==> config.mk <==
export PLATFORM = sky130hd
export DESIGN_NAME = rom_word_fetch
export DESIGN_NICKNAME = d
export VERILOG_FILES = /design/src/rtl/rom_word_fetch.sv
export SDC_FILE = /design/constraint.sdc
export NUM_CORES = 1
export LEC_CHECK = 0
export CAP_MARGIN = 5
export CELL_PAD_IN_SITES_DETAIL_PLACEMENT = 0
export CELL_PAD_IN_SITES_GLOBAL_PLACEMENT = 2
export CORE_MARGIN = 3
export CORE_UTILIZATION = 27
export CTS_BUF_LIST = sky130_fd_sc_hd__clkbuf_2 sky130_fd_sc_hd__clkbuf_4 sky130_fd_sc_hd__clkbuf_8
export CTS_CLUSTER_SIZE = 16
export DETAILED_ROUTE_END_ITERATION = 10
export PLACE_DENSITY = 0.77
export SETUP_SLACK_MARGIN = 0.4
export SLEW_MARGIN = 20
export SYNTH_ARGS = -nofsm -noshare
export SYNTH_HDL_FRONTEND = slang
export SYNTH_SLANG_ARGS = --single-unit
==> constraint.sdc <==
create_clock -name clk -period 1.73 [get_ports clk]
set_input_delay 0.2595 -clock clk [delete_from_list [all_inputs] [get_ports clk]]
set_output_delay 0.2595 -clock clk [all_outputs]
set_load 0.05 [all_outputs]
==> src/rtl/rom_word_fetch.sv <==
// Instruction-fetch adapter in front of a 256x16 synchronous-read ROM.
// Assembles two halfword reads into a little-endian word and keeps the last fetched word.
module rom_word_fetch #(
  parameter int ADDR_W   = 32,
  parameter int ROM_AW   = 8,
  parameter int CACHE_EN = 1
) (
  input  logic              clk,
  input  logic              reset,
  input  logic              req_valid,
  output logic              req_ready,
  input  logic [ADDR_W-1:0] req_addr,
  output logic              resp_valid,
  input  logic              resp_ready,
  output logic [31:0]       resp_data,
  output logic              resp_err,
  output logic              rom_en,
  output logic [ROM_AW-1:0] rom_addr,
  input  logic [15:0]       rom_data,
  output logic [2:0]        dbg_state
);

  // Handshakes: a transfer happens on a rising clk edge where valid && ready are
  // both high; valid never depends on ready, and payload is held until the transfer.

  localparam int WI_W = ROM_AW - 1;

  typedef enum logic [2:0] {
    S_IDLE = 3'd0,
    S_LO   = 3'd1,
    S_HI   = 3'd2,
    S_CAP  = 3'd3,
    S_OUT  = 3'd4
  } state_t;

  state_t              state_q;
  logic [WI_W-1:0]     word_q;
  logic [WI_W-1:0]     tag_q;
  logic                buf_valid_q;
  logic [31:0]         buf_data_q;
  logic [15:0]         lo_q;
  logic [31:0]         resp_data_q;
  logic                resp_err_q;
  logic                rom_en_q;
  logic [ROM_AW-1:0]   rom_addr_q;

  logic [WI_W-1:0]     word_d;
  logic                err_d;
  logic                hit_d;

  always_comb begin
    word_d = req_addr[ROM_AW:2];
    err_d  = (req_addr[1:0] != 2'b00) || ((req_addr >> (ROM_AW + 1)) != '0);
    hit_d  = (CACHE_EN != 0) && buf_valid_q && (word_d == tag_q);
  end

  always_ff @(posedge clk) begin
    if (reset) begin
      state_q     <= S_IDLE;
      word_q      <= '0;
      tag_q       <= '0;
      buf_valid_q <= 1'b0;
      buf_data_q  <= '0;
      lo_q        <= '0;
      resp_data_q <= '0;
      resp_err_q  <= 1'b0;
      rom_en_q    <= 1'b0;
      rom_addr_q  <= '0;
    end else begin
      case (state_q)
        S_IDLE: begin
          if (req_valid) begin
            word_q <= word_d;
            if (err_d) begin
              resp_err_q  <= 1'b1;
              resp_data_q <= '0;
              state_q     <= S_OUT;
            end else if (hit_d) begin
              resp_err_q  <= 1'b0;
              resp_data_q <= buf_data_q;
              state_q     <= S_OUT;
            end else begin
              // Address the low halfword now so the ROM samples it at the end of LO.
              rom_en_q   <= 1'b1;
              rom_addr_q <= {word_d, 1'b0};
              state_q    <= S_LO;
            end
          end
        end
        S_LO: begin
          rom_addr_q <= {word_q, 1'b1};
          state_q    <= S_HI;
        end
        S_HI: begin
          lo_q     <= rom_data;
          rom_en_q <= 1'b0;
          state_q  <= S_CAP;
        end
        S_CAP: begin
          resp_data_q <= {rom_data, lo_q};
          resp_err_q  <= 1'b0;
          if (CACHE_EN != 0) begin
            buf_valid_q <= 1'b1;
            tag_q       <= word_q;
            buf_data_q  <= {rom_data, lo_q};
          end
          state_q <= S_OUT;
        end
        S_OUT: begin
          if (resp_ready) state_q <= S_IDLE;
        end
        default: state_q <= S_IDLE;
      endcase
    end
  end

  assign req_ready  = (state_q == S_IDLE);
  assign resp_valid = (state_q == S_OUT);
  assign resp_data  = resp_data_q;
  assign resp_err   = resp_err_q;
  assign rom_en     = rom_en_q;
  assign rom_addr   = rom_addr_q;
  assign dbg_state  = state_q;

endmodule

==> run summary, run 1 <==
The clock period minus final worst setup slack is 1.69 ns. Traced cell by cell, the critical path runs through and3b_4 -> buf_6 -> buf_12 -> buf_8 -> nand2_2 -> a21o_1 -> o22ai_2. The beginning of the critical path is dbg_state[2]$_SDFFE_PP0P_. The post-route fraction of the period consumed by the critical path is approximately 98%. The vertical die dimension came out at 135 um. The post-detailed-placement half-perimeter wirelength is 9930 um. The number of I/O pins came out at between 90 and 100. The number of antenna repair diodes came out at 0.

The setup slack after placement came out at -0.459 ns. The proportion of synthesized flip-flops having asynchronous set or reset came out at 0%. The clock network power share came out at 36.6%. The count of port buffers added during placement is 98. The capturing element type of the critical path is a flip-flop.

The pin count of the biggest net entering global routing came out at 43. The die footprint came out at 18300 um2. The starting density of the core came out at 28.0%.

The total wire length after detailed routing came out at 16300 um. The maximum clock skew at final layout is 0.0199 ns. The clock-pin slew on the worst setup and hold paths is 0.10 ns.

The count of yosys warnings during synthesis came out at 0. The max-slew violation count was 0. The most area-hungry cell type in the Yosys netlist is sky130_fd_sc_hd__dfxtp_1. The final layout contains 760 nets. The cell-internal power came out at 3.60 mW. The placer's final routability congestion estimate came out at between 0.7 and 0.8. The peak per-stage delay on the critical path came out at ~0.44 ns. The via count of the first global-routing pass is 4281.

For this run the aggregate overflow at the end of global routing stands at 0. Net switching is 25.3% of the power. After synthesis, the cell types taking the most area are sky130_fd_sc_hd__dfxtp_1 48%, sky130_fd_sc_hd__nand2_1 13%, sky130_fd_sc_hd__a21oi_1 6.7%, sky130_fd_sc_hd__o21ai_0 6.3%, sky130_fd_sc_hd__o211ai_1 4.7%. The worst endpoint required time is 2.06 ns. The sequential cell area fraction in the yosys report is between 40% and 50%. In the final layout, the share of cells above drive strength 1 is between 40% and 50%.

TritonCTS built the clock tree. STA puts the critical path data arrival time at 2.02 ns. The run finished with clean final reports. The number of CTS-inserted buffers came out at 9.

The root buffer cell chosen for the clock tree is sky130_fd_sc_hd__clkbuf_8. Along the worst path, the maximum fanout reaches 7. In this run the most critical hold path is launched from req_addr[7]. The overall power is approximately 4.8 mW. The number of buffers inserted for hold repair after clock tree synthesis is 0. The first-pass GRT wire length came out at between 20000 and 25000 um. Setup repair after global routing could not meet its margin everywhere. Yosys mapped the design onto 40 distinct sky130hd cell types. In the synthesized netlist the dominant register cell turns out to be sky130_fd_sc_hd__dfxtp_1. The flop and latch count out of synthesis is 108. The tool flagged a number of max-cap violations equal to 0. The number of antenna violations at the first check in global routing is 0. By startpoint and endpoint, the worst setup path is classified as flip-flop to flip-flop.

In this run the biggest area consumer among cell types represents 47.9% of the synthesized area. The number of DRC markers after the initial detailed-route iteration is roughly 250. The insertion delay to the later sink of the worst-skew pair is 0.39 ns. In the routed design, unresolved DRC markers number 0.

The setup slack of the critical path after layout is 0.0410 ns. The number of H-tree levels came out at 3. The sequential power share is 52.3%. The final setup TNS is 0 ns.

The combinational cell fraction of total power came out at 11.0%. The power per cell area came out at around 650 nW/um2. Dividing the detail-routed via count by the number of cells gives 4.95.

Clock tree synthesis found a total of about 110 sinks. The net count after synthesis is 621. The count of TritonRoute iterations in the first routing pass came out at 5.

The slew at the pin closest to its max-slew limit came out at 0.398 ns. The final design utilization is 46.1%. The number of hold violations in the final report is 0. The count of vias placed by the detailed router came out at 4601. Counting along the longest clock path gives a buffer depth of 2.

The total standard cell area after synthesis came out at 4520 um2. The final design instance area without fill is 7440 um2. The number of failing setup endpoints in the final timing report came out at 0. The number of flops mapped to enable cells by yosys is 0. On the critical path, the stage with the largest delay is an instance of sky130_fd_sc_hd__and3b_4. Measured against its own limit, the worst slew margin works out to between 70% and 80%. The total cell area at the placement stage came out at 5870 um2.

The die is 135 um wide. The floorplan has between 40 and 50 rows. The min-delay analysis places its worst path in the category input pin to flip-flop.

For this run, the total global-route usage over all layers was measured as 16.3%. The number of routed nets with antenna violations is 0. The static leakage power came out at 2.92 nW. After floorplanning, the core was sized to cover 16100 um2.

The average footprint of a synthesized cell is 7.94 um2. The maximum clock frequency came out at between 0.5 and 0.6 GHz. The area growth from synthesis to layout is 64.7%. The cell count after synthesis came out at 569.

The switching component of the power is around 1.2 mW. Across the VDD grid, the largest voltage drop is 388 uV. The startpoint of the most critical register-to-register path is dbg_state[2]$_SDFFE_PP0P_.

The wire length per cell is 17.5 um. STA classifies the critical path startpoint as a flip-flop.
[layout by cell type (no fill, tap or decap), types with 7 or more instances in the layout]
master                            netlist  final
sky130_fd_sc_hd__nand2_1              158    122
sky130_fd_sc_hd__o21ai_2                0     24
sky130_fd_sc_hd__dlygate4sd2_1          0     18
sky130_fd_sc_hd__clkdlybuf4s50_1        0     19
sky130_fd_sc_hd__clkbuf_16              0      8
sky130_fd_sc_hd__nand2_2                0     14
sky130_fd_sc_hd__a21oi_1               60     17
sky130_fd_sc_hd__a21oi_2                0     37
sky130_fd_sc_hd__o211ai_1              28     28
sky130_fd_sc_hd__o21ai_0               57     36
sky130_fd_sc_hd__nand2_4                0     20
sky130_fd_sc_hd__nor2b_1               15     15
sky130_fd_sc_hd__clkbuf_8               0      9
sky130_fd_sc_hd__buf_4                  1     69
sky130_fd_sc_hd__clkdlybuf4s15_1        0      7
sky130_fd_sc_hd__a32oi_1                7      7
sky130_fd_sc_hd__buf_6                  2     24
sky130_fd_sc_hd__dfxtp_1              108     99
sky130_fd_sc_hd__buf_12                 0     15
sky130_fd_sc_hd__mux2i_1                7      7
[cells by family (layout without fill, tap and decap cells)]
| kind of cell | Yosys count | in the layout | share of synthesized area, % |
|---|---|---|---|
| and+or+nand+nor | 222 | 223 | 22.3 |
| AOI/OAI and AO/OA | 174 | 175 | 22.0 |
| DFF | 108 | 108 | 47.9 |
| buffers and inverters | 51 | 193 | 4.99 |
| xor gates and xnor gates | 7 | 7 | 1.36 |
| muxes | 7 | 7 | 1.55 |
[flip-flops by register name, indices dropped and copies added, names as in the netlist]
register and flops:
buf_data_q 32, resp_data 32, lo_q 16, rom_addr 8, tag_q 7, word_q 7
dbg_state 3, buf_valid_q 1, resp_err 1, rom_en 1
[per-layer routing]
metal  GRT usage (%)  share of wire (%)  vias up  routed length (um)
met1            22.3                 45     2222                7390
met4            5.66                2.3        0                 377
met2            25.6                 49      111                7920
met5               0                  0        -                   0
li1                -                  -     2244                   -
met3            3.42                3.5       24                 572
[critical path, delay by kind of cell (launching register included)]
kind | cells | cell delay [ns]
and+or+nand+nor | 2 | 0.48
buffers and inverters | 3 | 0.42
DFF | 1 | 0.41
AOI/OAI and AO/OA | 2 | 0.31
[path summary, 6_finish.rpt]
| kind | end | slack, ns | depth (start not counted) |
|---|---|---|---|
| setup / recovery | resp_data[31]$_SDFFE_PP0P_ | 0.04 | 7 |
| setup reg to reg | resp_data[31]$_SDFFE_PP0P_ | 0.04 | 7 |
| hold reg to reg | resp_data[18]$_SDFFE_PP0P_ | 0.46 | 2 |
| hold / removal | word_q[5]$_SDFFE_PP0P_ | 0.32 | 4 |
[per-stage QoR]
stage               instances  hold slack [ns]
finish                    929            0.323
global route              929            0.327
CTS                       907            0.328
detailed placement        875            0.445
global placement          875            0.436
floorplan                 569            0.395
[cell type report]
| type | count | area (um2) |
|---|---|---|
| clock buffer | 10 | 131 |
| clock inverter | 6 | 93.8 |
| fill | 1574 | 8680 |
| inverter | 6 | 22.5 |
| multi-input combinational | 412 | 2890 |
| sequential | 108 | 2180 |
| tap | 216 | 270 |
| timing repair buffer | 171 | 1850 |
[synthesized netlist by cell type (3+ instances only)]
library cell / instances
sky130_fd_sc_hd__o22ai_1: 5
sky130_fd_sc_hd__and2_1: 3
sky130_fd_sc_hd__o21ai_1: 9
sky130_fd_sc_hd__nor2_1: 10
sky130_fd_sc_hd__a32oi_1: 7
sky130_fd_sc_hd__or4_1: 7
sky130_fd_sc_hd__dfxtp_1: 108
sky130_fd_sc_hd__mux2i_1: 7
sky130_fd_sc_hd__o211ai_1: 28
sky130_fd_sc_hd__nor2b_1: 15
sky130_fd_sc_hd__o21ai_0: 57
sky130_fd_sc_hd__xnor2_1: 7
sky130_fd_sc_hd__buf_1: 4
sky130_fd_sc_hd__a21oi_1: 60
sky130_fd_sc_hd__nand2_1: 158
sky130_fd_sc_hd__clkbuf_1: 26
sky130_fd_sc_hd__nand4_1: 3
sky130_fd_sc_hd__buf_2: 11
sky130_fd_sc_hd__inv_1: 5
sky130_fd_sc_hd__nor4_1: 5
sky130_fd_sc_hd__nand3_1: 8
sky130_fd_sc_hd__a21o_1: 4
[what timing repair did]
item / in CTS / in global routing
gates cloned: 4 / 9
hold endpoints to repair: 0 / 0
setup endpoints to repair: 70 / 111
pin swaps: 48 / 54
gates resized for setup: 91 / 197
setup buffers: 12 / 13
[power groups by stage]
stage                     registers (mW)  clock network, mW  logic, mW
after floorplan                     2.57                  0      0.136
after global placement              2.57                  0      0.389
after detailed placement            2.57                  0      0.389
after CTS                           2.52               1.83      0.455
after global routing                2.53               1.92      0.562
final                               2.52               1.77      0.533
No activity file was read; power rests on OpenSTA's default activity.
==> run 2, diff against run 1 <==
ABC_CLOCK_PERIOD_IN_PS = 1730   (was not set)
==> results of run 2 <==
The final DEF is identical to that of run 1; final timing and power are the same.
